<file path="src/rtl/program_loader_pkg.sv">
// Shared types and constants for the program loader: FSM state encoding and
// byte/word framing sizes.
package program_loader_pkg;

    localparam int unsigned BYTE_WIDTH     = 8;
    localparam int unsigned BYTES_PER_WORD = 4;
    localparam int unsigned HEADER_BYTES   = 2;
    localparam int unsigned WORD_WIDTH     = BYTE_WIDTH * BYTES_PER_WORD;
    localparam int unsigned COUNT_WIDTH    = BYTE_WIDTH * HEADER_BYTES;

    typedef enum logic [2:0] {
        S_IDLE   = 3'd0,
        S_CNT_HI = 3'd1,
        S_CNT_LO = 3'd2,
        S_RECV   = 3'd3,
        S_WRITE  = 3'd4,
        S_CHK    = 3'd5,
        S_DONE   = 3'd6,
        S_ERROR  = 3'd7
    } state_e;

    // States in which the loader is willing to take a byte from the source.
    function automatic logic state_accepts_byte(input state_e s);
        return (s == S_CNT_HI) || (s == S_CNT_LO) || (s == S_RECV) || (s == S_CHK);
    endfunction

endpackage

</file>
<file path="src/rtl/program_loader_byte_assembler.sv">
// Big-endian byte-to-word assembler: collects BYTES_PER_WORD bytes, the first
// byte landing in the most significant position.
module program_loader_byte_assembler
    import program_loader_pkg::*;
(
    input  logic                  clk,
    input  logic                  reset,
    input  logic                  clear_i,
    input  logic                  accept_i,
    input  logic [BYTE_WIDTH-1:0] byte_i,
    output logic [WORD_WIDTH-1:0] word_c,
    output logic                  word_ready_c
);

    localparam int unsigned IDX_WIDTH   = $clog2(BYTES_PER_WORD);
    localparam int unsigned SHIFT_WIDTH = WORD_WIDTH - BYTE_WIDTH;

    logic [SHIFT_WIDTH-1:0] shift_q, shift_d;
    logic [IDX_WIDTH-1:0]   idx_q, idx_d;

    // Only the first three bytes are stored; the fourth is taken straight
    // from the input so the full word is available on the accepting cycle.
    always_comb begin
        shift_d = shift_q;
        idx_d   = idx_q;
        if (clear_i) begin
            shift_d = '0;
            idx_d   = '0;
        end else if (accept_i) begin
            shift_d = {shift_q[SHIFT_WIDTH-BYTE_WIDTH-1:0], byte_i};
            idx_d   = idx_q + IDX_WIDTH'(1);
        end
    end

    always_ff @(posedge clk) begin
        if (reset) begin
            shift_q <= '0;
            idx_q   <= '0;
        end else begin
            shift_q <= shift_d;
            idx_q   <= idx_d;
        end
    end

    assign word_c       = {shift_q, byte_i};
    assign word_ready_c = accept_i && (idx_q == IDX_WIDTH'(BYTES_PER_WORD - 1));

endmodule

</file>
<file path="src/rtl/program_loader.sv">
// Program loader: turns a counted big-endian byte stream into program-memory
// word writes and holds the CPU in reset until the image is complete.
// Optional trailing XOR checksum byte when LOADER_CHECKSUM_EN is defined.
module program_loader
    import program_loader_pkg::*;
#(
    parameter int unsigned             MEMORY_DEPTH = 32,
    parameter int unsigned             DATA_WIDTH   = 32,
    parameter logic [DATA_WIDTH-1:0]   BASE_ADDRESS = 32'h0040_0000,
    localparam int unsigned            CNT_WIDTH    = $clog2(MEMORY_DEPTH + 1)
) (
    input  logic                  clk,
    input  logic                  reset,
    input  logic                  start,
    input  logic [7:0]            rx_data,
    input  logic                  rx_valid,
    output logic                  rx_ready,
    output logic                  mem_write,
    output logic [DATA_WIDTH-1:0] mem_address,
    output logic [DATA_WIDTH-1:0] mem_data,
    output logic                  cpu_hold,
    output logic                  load_done,
    output logic                  load_error,
    output logic [CNT_WIDTH-1:0]  words_loaded
);

`ifdef LOADER_CHECKSUM_EN
    localparam state_e END_STATE = S_CHK;
`else
    localparam state_e END_STATE = S_DONE;
`endif

    state_e                 state_q, state_d;
    logic [COUNT_WIDTH-1:0] count_q;
    logic [CNT_WIDTH-1:0]   words_loaded_q;
    logic [DATA_WIDTH-1:0]  mem_address_q;
    logic [DATA_WIDTH-1:0]  mem_data_q;
    logic                   mem_write_q;
    logic                   rx_ready_q;
    logic                   cpu_hold_q;
    logic                   load_done_q;
    logic                   load_error_q;

    logic                   accept_c;
    logic                   start_ok_c;
    logic                   last_word_c;
    logic [COUNT_WIDTH-1:0] count_full_c;
    logic [WORD_WIDTH-1:0]  word_c;
    logic                   word_ready_c;

    assign accept_c     = rx_valid && rx_ready_q;
    assign start_ok_c   = start && ((state_q == S_IDLE) || (state_q == S_DONE) ||
                                    (state_q == S_ERROR));
    assign count_full_c = {count_q[COUNT_WIDTH-1:BYTE_WIDTH], rx_data};
    assign last_word_c  = (COUNT_WIDTH'(words_loaded_q) + COUNT_WIDTH'(1)) == count_q;

    program_loader_byte_assembler u_asm (
        .clk          (clk),
        .reset        (reset),
        .clear_i      (start_ok_c),
        .accept_i     (accept_c && (state_q == S_RECV)),
        .byte_i       (rx_data),
        .word_c       (word_c),
        .word_ready_c (word_ready_c)
    );

`ifdef LOADER_CHECKSUM_EN
    logic [BYTE_WIDTH-1:0] xor_q;

    // Running XOR over every accepted byte of the current frame.
    always_ff @(posedge clk) begin
        if (reset) begin
            xor_q <= '0;
        end else if (start_ok_c) begin
            xor_q <= '0;
        end else if (accept_c) begin
            xor_q <= xor_q ^ rx_data;
        end
    end
`endif

    // Next-state decode.
    always_comb begin
        state_d = state_q;
        case (state_q)
            S_IDLE, S_DONE, S_ERROR: begin
                if (start) state_d = S_CNT_HI;
            end
            S_CNT_HI: begin
                if (accept_c) state_d = S_CNT_LO;
            end
            S_CNT_LO: begin
                if (accept_c) begin
                    if (32'(count_full_c) > MEMORY_DEPTH) begin
                        state_d = S_ERROR;
                    end else if (count_full_c == '0) begin
                        state_d = END_STATE;
                    end else begin
                        state_d = S_RECV;
                    end
                end
            end
            S_RECV: begin
                if (word_ready_c) state_d = S_WRITE;
            end
            S_WRITE: begin
                state_d = last_word_c ? END_STATE : S_RECV;
            end
`ifdef LOADER_CHECKSUM_EN
            S_CHK: begin
                if (accept_c) begin
                    state_d = ((xor_q ^ rx_data) == '0) ? S_DONE : S_ERROR;
                end
            end
`endif
            default: state_d = S_IDLE;
        endcase
    end

    // State register; all outputs are registered from the next state.
    always_ff @(posedge clk) begin
        if (reset) begin
            state_q        <= S_IDLE;
            count_q        <= '0;
            words_loaded_q <= '0;
            mem_address_q  <= BASE_ADDRESS;
            mem_data_q     <= '0;
            mem_write_q    <= 1'b0;
            rx_ready_q     <= 1'b0;
            cpu_hold_q     <= 1'b1;
            load_done_q    <= 1'b0;
            load_error_q   <= 1'b0;
        end else begin
            state_q      <= state_d;
            rx_ready_q   <= state_accepts_byte(state_d);
            mem_write_q  <= (state_d == S_WRITE);
            load_done_q  <= (state_d == S_DONE);
            load_error_q <= (state_d == S_ERROR);
            cpu_hold_q   <= (state_d != S_DONE);

            if (start_ok_c) begin
                count_q        <= '0;
                words_loaded_q <= '0;
                mem_address_q  <= BASE_ADDRESS;
            end

            if (accept_c && (state_q == S_CNT_HI)) begin
                count_q <= {rx_data, BYTE_WIDTH'(0)};
            end
            if (accept_c && (state_q == S_CNT_LO)) begin
                count_q <= count_full_c;
            end

            if ((state_q == S_RECV) && word_ready_c) begin
                mem_data_q <= DATA_WIDTH'(word_c);
            end

            // Address tracks BASE + 4*words_loaded and advances after each write.
            if (state_q == S_WRITE) begin
                words_loaded_q <= words_loaded_q + CNT_WIDTH'(1);
                mem_address_q  <= mem_address_q + DATA_WIDTH'(BYTES_PER_WORD);
            end
        end
    end

    assign rx_ready     = rx_ready_q;
    assign mem_write    = mem_write_q;
    assign mem_address  = mem_address_q;
    assign mem_data     = mem_data_q;
    assign cpu_hold     = cpu_hold_q;
    assign load_done    = load_done_q;
    assign load_error   = load_error_q;
    assign words_loaded = words_loaded_q;

endmodule
</file>
<file path="config.mk">
export PLATFORM = sky130hd
export DESIGN_NAME = program_loader
export DESIGN_NICKNAME = d
export VERILOG_FILES = /design/src/rtl/program_loader_pkg.sv /design/src/rtl/program_loader_byte_assembler.sv /design/src/rtl/program_loader.sv
export SDC_FILE = /design/constraint.sdc
export NUM_CORES = 1
export LEC_CHECK = 0
export CAP_MARGIN = 40
export CORE_ASPECT_RATIO = 0.5
export CORE_MARGIN = 8
export CORE_UTILIZATION = 25
export DETAILED_ROUTE_END_ITERATION = 16
export GPL_ROUTABILITY_DRIVEN = 0
export HOLD_SLACK_MARGIN = 0.06
export PLACE_DENSITY = 0.53
export SETUP_SLACK_MARGIN = 0.1
export SLEW_MARGIN = 40
export SYNTH_ARGS = -nofsm -noshare
export SYNTH_HDL_FRONTEND = slang
export SYNTH_SLANG_ARGS = --single-unit
</file>
<file path="constraint.sdc">
create_clock -name clk -period 4.17 [get_ports clk]
set_input_delay 1.0425 -clock clk [delete_from_list [all_inputs] [get_ports clk]]
set_output_delay 1.0425 -clock clk [all_outputs]
set_load 0.05 [all_outputs]
</file>
Yosys cells after proc, flatten, opt, wreduce, memory -nomap -nowiden
Cells that the tools add are included.
{ "word_totals": {"elab_cells": 70, "register_bits": 120, "input_bits": 12, "output_inout_bits": 75} }
{ "classes": {"mux": 15, "n_reduce_logical": 20, "eq_ne": 16, "magnitude_cmp": 1, "bitwise_logic": 1, "addsub": 4} }
{ "ops": {"columns": ["op", "count"], "rows": [
  ["$mux 32", 2],
  ["$add 32x3->32 const B", 1],
  ["$mux 16", 2],
  ["$eq 3x3->1 const B", 7],
  ["$mux 3", 7],
  ["$eq 7x16->1", 1],
  ["$gt 16x6->1 const B", 1],
  ["$logic_not 16->1", 1],
  ["$pmux 3 s5", 1],
  ["$eq 3x2->1 const B", 4],
  ["$mux 6", 2],
  ["$mux 8", 1],
  ["$add 6x1->7 const B", 1],
  ["$logic_and 1x1->1", 7],
  ["$add 6x1->6 const B", 1],
  ["$eq 3x1->1 const B", 2],
  ["$logic_or 1x1->1", 5],
  ["$reduce_bool 2->1", 2],
  ["$logic_not 3->1", 1],
  ["$ne 3x3->1 const B", 1],
  ["$reduce_bool 3->1", 1],
  ["$reduce_or 3->1", 1],
  ["$add 2x1->2 const B", 1],
  ["$eq 2x2->1 const B", 1],
  ["3 further kinds", 3]
]} }

Longest topological paths before layout
{ "depth": {"word_depth": 9, "depth_mapped": 9, "mapped_depth_nobuf": 7} }

Hierarchy
Synthesis repeated with hierarchy kept, for this count alone.
{ "hier_totals": {"hier_cells": 596, "area_unflattened_um2": 5112.4} }
{ "modules_own_cells": {"columns": ["mod", "area_per_inst_um2", "seq_area_each_um2", "instances", "cells_per_inst"], "rows": [
  ["program_loader", 4072.7, 1841.8, 1, 501],
  ["program_loader_byte_assembler", 1039.7, 520.5, 1, 95]
]} }

Worst setup path before layout
No wires, ideal clock.
{ "synth_timing": {"path_type": "input-to-reg", "from": "in rx_data[1]", "to": "reg load_error_q, in the netlist load_error", "t_required_ns": 4.082, "stages": 6, "t_arrival_ns": 2.454, "n_path_buf": 0, "setup_ns": 0.088, "slack_ns": 1.628, "cell_sequence": "or4_4 -> nor3_2 -> and4b_1 -> o21a_4 -> and3_1 -> nor4_2"} }
{ "synth_via": {"elab_chain_cells": 6, "elab_cells_between_ends": 7, "classes_between": "order compare (1); eq/ne (1); mux (4); reduce/logical (1)"} }
{ "synth_rtl": {"columns": ["item", "line_no", "text"], "rows": [
  ["from (decl)", "program_loader.sv:15", "input logic [7:0] rx_data,"],
  ["parallel branches: the longest is 2 deep, another holds $gt 16x6->1", null, null],
  ["$mux 3 (*)", "program_loader.sv:94", "if (32'(count_full_c) > MEMORY_DEPTH) begin"],
  ["$mux 3 (*)", "program_loader.sv:93", "if (accept_c) begin"],
  ["$pmux 3 s5 (*)", "program_loader.sv:85", "case (state_q)"],
  ["$eq 3x3->1 (*)", "program_loader.sv:138", "load_error_q <= (state_d == S_ERROR);"],
  ["to (signal assigned)", "program_loader.sv:138", null],
  ["to (decl)", "program_loader.sv:42", "logic load_error_q;"]
]} }
Every way passes the cells marked *.
A chain may end at the register's enable or synchronous reset.

Final worst setup path
{ "layout_timing": {"from": "reg words_loaded_q[3], in the netlist words_loaded[3]", "to": "out words_loaded[3]"} }
{ "layout_rtl": {"columns": ["item", "line_no", "text"], "rows": [
  ["from (decl)", "program_loader.sv:35", "logic [CNT_WIDTH-1:0] words_loaded_q;"],
  ["from (signal assigned)", "program_loader.sv:160", "words_loaded_q <= words_loaded_q + CNT_WIDTH'(1);"],
  ["to (decl)", "program_loader.sv:24", "output logic [CNT_WIDTH-1:0] words_loaded"]
]} }
No word-level cell between the ends.

==> results.yml <==
timing:
  clock.fmax_ghz: 0.347
  finalHoldViolCount: 0
  fin_crit_ns: 2.89
  tightest_slew_ns: 0.736
  fin_worst_skew_ns: 0.0135
  post-route-period-util_pct: 69.2
  slew_headroom_pct: 50.8
  fin_ws_ns: 1.28
  setup_violations: 0
  slew_viol_final: 0
  tns_ns: 0
  grt_setup_unrepaired: "false"
worst_setup_path:
  cp_slowest_cell: "clkdlybuf4s50_1"
  cp_slowest_stage_delay_ns: 0.91
  worst-path-max-fanout: 10
  critical_path_class: "reg2out"
  worst_setup_path_end_kind: "output pin"
  path_cells: "clkdlybuf4s50_1"
  cp.buffers_inverters: 1
  critPathArrivalTime_ns: 1.84
  r2r_cells: 6
  required_ns: 3.13
  cp_top_family: "buffers and inverters"
  cp_num_cells: 1
  cp-start-kind: "flip-flop"
floorplanning:
  io_pins: 87
  die_area_um2: 25500
  coreArea_um2: 20300
  initial_core_util_pct: 25.1
  die_w_um: 218
  rows: 37
  die_y_um: 117
synth:
  ys_seq_area_share_pct: 46.3
  synth_top_area_share_pct: 46.3
  yosysWarnings: 0
  synth-main-ff-cell: "dfxtp_1"
  synth.avg_cell_area_um2: 8.18
  ys_types: 68
  synth_area_leaders: "dfxtp_1 (46%), nand2_1 (11%), a21oi_1 (8.2%), nor2_1 (3.5%), nand3_1 (3.0%)"
  syn_area_um2: 5100
  synth_top_area_cell: "dfxtp_1"
  ys_seq_elements: 118
  synth-edff-count: 0
  async_flop_share_pct: 0
  syn_inst: 623
layout:
  area_delta_synth_final_pct: 31.6
  final_layout_size_suffix_gt1_share_pct: 9.19
  antennaDiodeCount: 0
  nNetsFinal: 709
  nFillCells: 2143
  fin_util_pct: 33.1
route:
  wirelength_um: 14500
  via_count: 4556
  ant_nets: 0
  drt_iter0_markers: 295
  vias_per_cell: 4.65
  drtPass1Iterations: 5
  drc: 0
  wl_per_cell_um: 14.8
global_route:
  grt_pass1_wl_um: 23300
  antenna_found_initial: 0
  grt_max_degree: 61
  grt_overflow: 0
  grt_util_all_layers_pct: 11.2
  grt_pass1_vias: 4325
clocking:
  clock-root-buffer: "clkbuf_16"
  h-tree-depth: 4
  numCtsBuffers: 17
  cts_setup_buffers: 0
  clock_sinks: 118
  cts.clk_slew.worst_paths_ns: 0.06
  clockBufferDepth: 2
  cts_hold_buf: 0
  cts_resized: 0
  cts_tree: "yes"
  insertion_delay_ns: 0.41
placement:
  post-dp-hpwl_um: 9990
  io_buffer_count: 84
  dp_slack_ns: 1.00
power_and_ir_drop:
  ir_worst_vdd_mv: 0.223
  p_leak_nw: 2.14
  power.total_mw: 2.70
  cellPowerDensity_nw_per_um2: 402
worst_hold_path:
  hold_depth: 2
  hold_path_class: "reg2reg"
run_status:
  status: "complete, no violations"
run:
  maxCapViolCount: 0
[report_power, final]
| group | leakage, nW | switching (mW) | internal [mW] | total [mW] |
|---|---|---|---|---|
| registers | 0.951 | 0.00682 | 1.13 | 1.14 |
| logic | 0.906 | 0.0789 | 0.0370 | 0.116 |
| clock network | 0.279 | 0.644 | 0.799 | 1.44 |
[metal layers]
layer	GRT usage [%]	up-vias	routed length (um)
met5	0	-	0
met4	3.78	0	138
met3	2.98	11	738
met2	18.5	74	6700
met1	14.3	2166	6890
li1	-	2305	-
[cells by family after synthesis]
kind of cell             synth area share [%]
AO/OA/AOI/OAI                            15.9
XOR/XNOR                                 1.37
adder cells (fa/ha/maj)                 0.736
buffers and inverters                    4.93
flip-flops                               46.3
multiplexers                             1.96
other                                  0.0736
AND/OR/NAND/NOR                          28.6
[registers in the layout, summed over array words and instances (netlist names)]
register	cells
count_q	16
cpu_hold	1
load_done	1
load_error	1
mem_address	30
mem_data	32
mem_write	1
rx_ready	1
state_q	3
u_asm.idx_q	2
u_asm.shift_q	24
words_loaded	6
[final cells by class]
cell class / instances / area, um^2 / area share [%]
repair buffers: 92 / 908 / 13.5
flip-flops and latches: 118 / 2360 / 35.2
inverters: 5 / 32.5 / 0.485
clock inverters: 15 / 149 / 2.22
multi-input cells: 460 / 2490 / 37.1
clock buffers: 17 / 425 / 6.34
well taps: 273 / 342 / 5.09
[tightest hold or removal path: cells and delay by family, from the launching register on]
| kind | cells | cell delay [ns] |
|---|---|---|
| AOI/OAI and AO/OA | 1 | 0.05 |
| DFF | 1 | 0.31 |
| and+or+nand+nor | 1 | 0.05 |
[final timing paths]
path                           from           endpoint  slack (ns)
setup / recovery    words_loaded[3]    words_loaded[3]        1.28
hold / removal    u_asm.shift_q[21]  u_asm.shift_q[21]        0.45
setup reg to reg         state_q[1]    mem_address[22]        1.79
hold reg to reg   u_asm.shift_q[21]  u_asm.shift_q[21]        0.45
[synthesized netlist by cell type, types with 7 or more instances]
cell	instances
a21oi_1	84
a22oi_1	8
and3_1	8
and4_1	8
buf_2	7
clkbuf_1	24
dfxtp_1	118
nand2_1	156
nand3_1	31
nand4_1	11
nor2_1	48
o21ai_0	11
[stage by stage]
stage	hold WS [ns]	std cells	area (um^2)
floorplan	0.432	624	5100
global placement	0.443	948	6130
detailed placement	0.446	948	6130
CTS	0.455	980	6710
global route	0.470	980	6710
finish	0.452	980	6710
[placed cells by master (no fill, tap or decap), drive strengths merged, types with 4 or more instances in the layout]
cell type,n
inv,16
clkbuf,17
nand3b,5
o21ai,13
nor3,6
a22oi,8
xnor2,5
nand2,157
o211ai,5
and4,8
nand4,11
nand3,33
nor2,48
o31ai,5
and3,8
a21oi,84
dfxtp,118
or3,4
mux2,8
buf,9
o21a,4
nor4,4
clkdlybuf4s50,83
and2,4
(Power assumes the default switching activity.)
==> RTL change 1: new RTL, same flow settings <==
Encoding of `state_e`: now one-hot (8 bits for 8 states).
--- a/src/rtl/program_loader_pkg.sv
+++ b/src/rtl/program_loader_pkg.sv
@@ -8,15 +8,15 @@
     localparam int unsigned WORD_WIDTH     = BYTE_WIDTH * BYTES_PER_WORD;
     localparam int unsigned COUNT_WIDTH    = BYTE_WIDTH * HEADER_BYTES;
 
-    typedef enum logic [2:0] {
-        S_IDLE   = 3'd0,
-        S_CNT_HI = 3'd1,
-        S_CNT_LO = 3'd2,
-        S_RECV   = 3'd3,
-        S_WRITE  = 3'd4,
-        S_CHK    = 3'd5,
-        S_DONE   = 3'd6,
-        S_ERROR  = 3'd7
+    typedef enum logic [7:0] {
+        S_IDLE   = 8'b00000001,
+        S_CNT_HI = 8'b00000010,
+        S_CNT_LO = 8'b00000100,
+        S_RECV   = 8'b00001000,
+        S_WRITE  = 8'b00010000,
+        S_CHK    = 8'b00100000,
+        S_DONE   = 8'b01000000,
+        S_ERROR  = 8'b10000000
     } state_e;
 
     // States in which the loader is willing to take a byte from the source.
Formal check against the unedited RTL: no difference found for any inputs over 10 cycles, from zero or initial values and one cycle with reset high; not proved beyond that.
==> RTL change 1 against the unedited design <==
Wire length grew 4.1%; synthesized area is 2.4% higher; count of clock-buffer cells in the layout rose by 2; final area up 2.4%; global-route usage increased by 0.23 points; clock skew shrank 4.3 ps; maximum frequency fell by 0.41%; sequential cell count increased by 5; worst setup slack lost 12 ps; power decreased by 0.77%; non-clock buffer count fell by 1; largest cell class unchanged; largest power group unchanged.
==> RTL change 1: results (changes against the unedited design) <==
Drt
  • WL met3: 664 µm (-10%)
  • Initial drt markers: 311 (+5.4%)
  • DR vias: 4759 (+4.5%)
  • Metal-1 WL: 7.28 mm (+5.6%)
  • DR top layer: met4
  • First drt pass iteration count: 5 (unchanged)
  • WL met2: 6.96 mm (+4.0%)
  • Avg WL per Cell: 15.0 µm (+1.8%)

Power and ir drop
  • Max rail drop VDD: 0.263 mV (+18%)
  • Sequential share of power: 44.1% (+1.9 points)
  • Power Density: 390 mW/mm² (-3.1%)
  • Int Power: 2.05 mW (+4.3%)
  • Clock group share of total power: 52.8% (-0.7 points)
  • Pleak: 2.29 nW (+7.1%)

Placement
  • Pre-CTS WS: 872 ps (-128 ps)
  • HPWL after DPL: 10.6 mm (+5.7%)
  • Placed Instance Area: 0.00628 mm² (+2.5%)
  • Post-Place Cells: 970 (+2.3%)

Global route
  • First-pass GRT wire length: 24.3 mm (+4.3%)
  • Vias in the first global route: 4503 (+4.1%)
  • GR Util met2: 18.1% (-0.36 points)
  • Met3 Use GR: 2.65% (-0.33 points)
  • GRT met1 Usage: 15.2% (+0.98 points)
  • Largest net degree at the start of global routing: 72 (+18%)
  • Overall routing resource usage: 11.5% (+0.23 points)
  • Antenna violations before repair: 0 (unchanged)

Setup path
  • Worst path slowest cell: or4_4
  • Worst path arrival time: 3200 ps (+1360 ps)
  • CP max FO: 5 (-5)
  • Critical path's largest stage delay: 570 ps (-340 ps)

Synthesis
  • Async SR Flop Fraction: 0% (unchanged)
  • Commonest cells post-synth: 147 x nand2_1, 123 x dfxtp_1, 94 x a21oi_1, 39 x nor2_1, 38 x nand3_1
  • Post-synthesis compound-gate area fraction: 15.8% (-0.14 points)
  • Multiplexer area fraction after synthesis: 1.25% (-0.72 points)
  • Sequential-to-total area share from yosys stat: 47.2% (+0.82 points)
  • Synth top area cells: dfxtp_1 47%, nand2_1 11%, a21oi_1 9.0%
  • Synth Area per Inst: 8.13 µm² (-0.60%)
  • Synth Area in XOR/XNOR: 2.68% (+1.3 points)
  • Yosys cell types: 57 (-16%)
  • Synth Flop Type: dfxtp_1
  • Adder-Cell Fraction of Synth Area: 0.719% (-0.017 points)

CTS
  • Skew-Pair Late Insertion Delay: 410 ps (about the same)
  • Setup Fix Bufs, Post-CTS: 0 (unchanged)
  • Post-cts sizing count: 0 (unchanged)
  • Clock transition at path regs: 60 ps (about the same)
  • H-tree levels: 4 (unchanged)

Layout
  • Max reg flops: 32 (unchanged)
  • Final #Nets: 731 (+3.1%)
  • Fillcell total: 2152 (+0.42%)
  • Non-Filler Instances: 1002 (+2.2%)
  • N_diodes: 0 (unchanged)
  • Fraction of layout cells with a size suffix above 1: 7.68% (-1.5 points)

Timing
  • Slew @ Worst Pin: 776 ps (+39.9 ps)
  • Total Neg Setup Slack: 0 ps (unchanged)
  • Post-Route Skew: 9.28 ps (-4.26 ps)

Outcome
  • Outcome: complete, no violations

Worst hold path
  • Hold Crit Class: reg2reg
## RTL change 1: cell count changes in the layout (fill, tap and decap cells not counted), sizes merged, moves of 6 or more
cell	before	now
inv	16	6
nor2	48	39
o21ai	13	19
or3	4	13
nand3	33	39
a21oi	84	94
nand2	157	147
## RTL change 1: path summary, 6_finish.rpt
kind / slack (ps) / to / start / cells after the start
worst min-delay path: 450 / mem_data[27] / mem_data[27] / 2
worst max-delay path: 1270 / rx_ready / rx_data[2] / 6
worst min register to register: 450 / mem_data[27] / mem_data[27] / 2
worst max register to register: 1600 / u_asm.idx_q[0] / state_q[3] / 6
## RTL change 1: area by class of cell
type	instances	area, µm²	share of cell area, %
clock buffer	19	453	6.59
multi-input combinational	479	2590	37.7
tap	273	342	4.97
clock inverter	13	119	1.73
timing repair buffer	91	888	12.9
inverter	4	15.0	0.219
sequential	123	2460	35.8
## RTL change 1: critical path, delay by kind of cell
kind | cells | cell delay, ps
AOI/OAI and AO/OA | 1 | 200
buffers and inverters | 1 | 520
and+or+nand+nor | 4 | 1440
==> RTL change 2: new RTL, same flow settings <==
Without the edit above. Add a define of `LOADER_CHECKSUM_EN`.
--- a/src/rtl/program_loader.sv
+++ b/src/rtl/program_loader.sv
@@ -1,6 +1,8 @@
 // Program loader: turns a counted big-endian byte stream into program-memory
 // word writes and holds the CPU in reset until the image is complete.
 // Optional trailing XOR checksum byte when LOADER_CHECKSUM_EN is defined.
+`define LOADER_CHECKSUM_EN
+
 module program_loader
     import program_loader_pkg::*;
 #(
Formal check against the unedited RTL: not equivalent (a bounded check fails within 4 cycles, from zero or initial values and one cycle with reset high).
==> RTL change 2 against the unedited design <==
Synthesized area up 4.5%; wire length up 1.9%; sequential cell count up 8; non-clock buffer count up 2; final area up 4.2%; clock power up 4%; sequential share of layout area up 0.88 points; combinational power up 14%; power up 5.7%; worst setup slack better by 51 ps; critical endpoint is now words_loaded[2].
==> RTL change 2: results (changes against the unedited design) <==
Layout
  • NonClk Buf Share: 13.0% (-0.51 points)
  • Fraction of area in multi-input gates: 37.3% (+0.14 points)
  • Fillcell total: 2198 (+2.6%)
  • Nonclk buf count: 94 (+2.2%)
  • Final #Nets: 742 (+4.7%)
  • Register area: 0.00252 mm² (+6.8%)

Placement
  • HPWL after DPL: 9.98 mm (about the same)

Power and ir drop
  • Sw frac: 26.1% (-0.91 points)
  • P_comb: 132 µW (+14%)
  • Max rail drop VDD: 0.256 mV (+15%)
  • Pleak: 2.30 nW (+7.8%)
  • Sequential share of power: 42.9% (+0.7 points)

Drt
  • Initial drt markers: 246 (-17%)
  • Vias/cell: 4.62 (-0.62%)
  • First drt pass iteration count: 4 (-1)

Outcome
  • Outcome: complete, no violations

Synthesis
  • Commonest cells post-synth: 159 x nand2_1, 126 x dfxtp_1, 81 x a21oi_1, 46 x nor2_1, 36 x clkbuf_1
  • Flip-flop and latch count after synthesis: 126 (+6.8%)

Setup path
  • Crit path to: words_loaded[2]
  • FF-to-FF setup slack: 1590 ps (-200 ps)
  • Critical path's largest stage delay: 890 ps (-20 ps)
  • Crit path from: words_loaded[2]

Global route
  • Overall routing resource usage: 11.1% (-0.13 points)
  • Largest net degree at the start of global routing: 59 (-3.3%)
  • GRT met1 Usage: 13.9% (-0.35 points)
  • First-pass GRT wire length: 24.2 mm (+4.0%)
  • Met3 Use GR: 3.26% (+0.28 points)

Timing
  • Slew @ Worst Pin: 776 ps (+40.3 ps)
  • Max Fclk: 353 MHz (+1.8%)
  • Post-Route Skew: 12.0 ps (-1.52 ps)
-- RTL change 2: worst min path at each step --
stage	startpoint	end	cells after the start
3_3_place_gp	u_asm.shift_q[22]	u_asm.shift_q[22]	2
2_1_floorplan	u_asm.shift_q[21]	mem_data[29]	2
6_report	u_asm.shift_q[19]	u_asm.shift_q[19]	2
3_5_place_dp	u_asm.shift_q[19]	u_asm.shift_q[19]	2
4_1_cts	u_asm.shift_q[17]	mem_data[25]	2
5_1_grt	u_asm.shift_q[17]	mem_data[25]	2
-- RTL change 2: stage by stage --
stage               instances  cell area, µm²
finish                   1013            6990
global placement          981            6390
floorplan                 659            5330
detailed placement        981            6400
global route             1013            6990
CTS                      1013            6990
-- RTL change 2: cell families after synthesis --
kind of cell	count (synthesis)	share of synthesized area [%]
AND/OR/NAND/NOR	305	26.5
adder cells (fa/ha/maj)	3	0.705
AO/OA/AOI/OAI	137	15.5
other	1	0.0704
buffers and inverters	51	4.02
multiplexers	2	0.423
flip-flops	126	47.3
XOR/XNOR	33	5.43
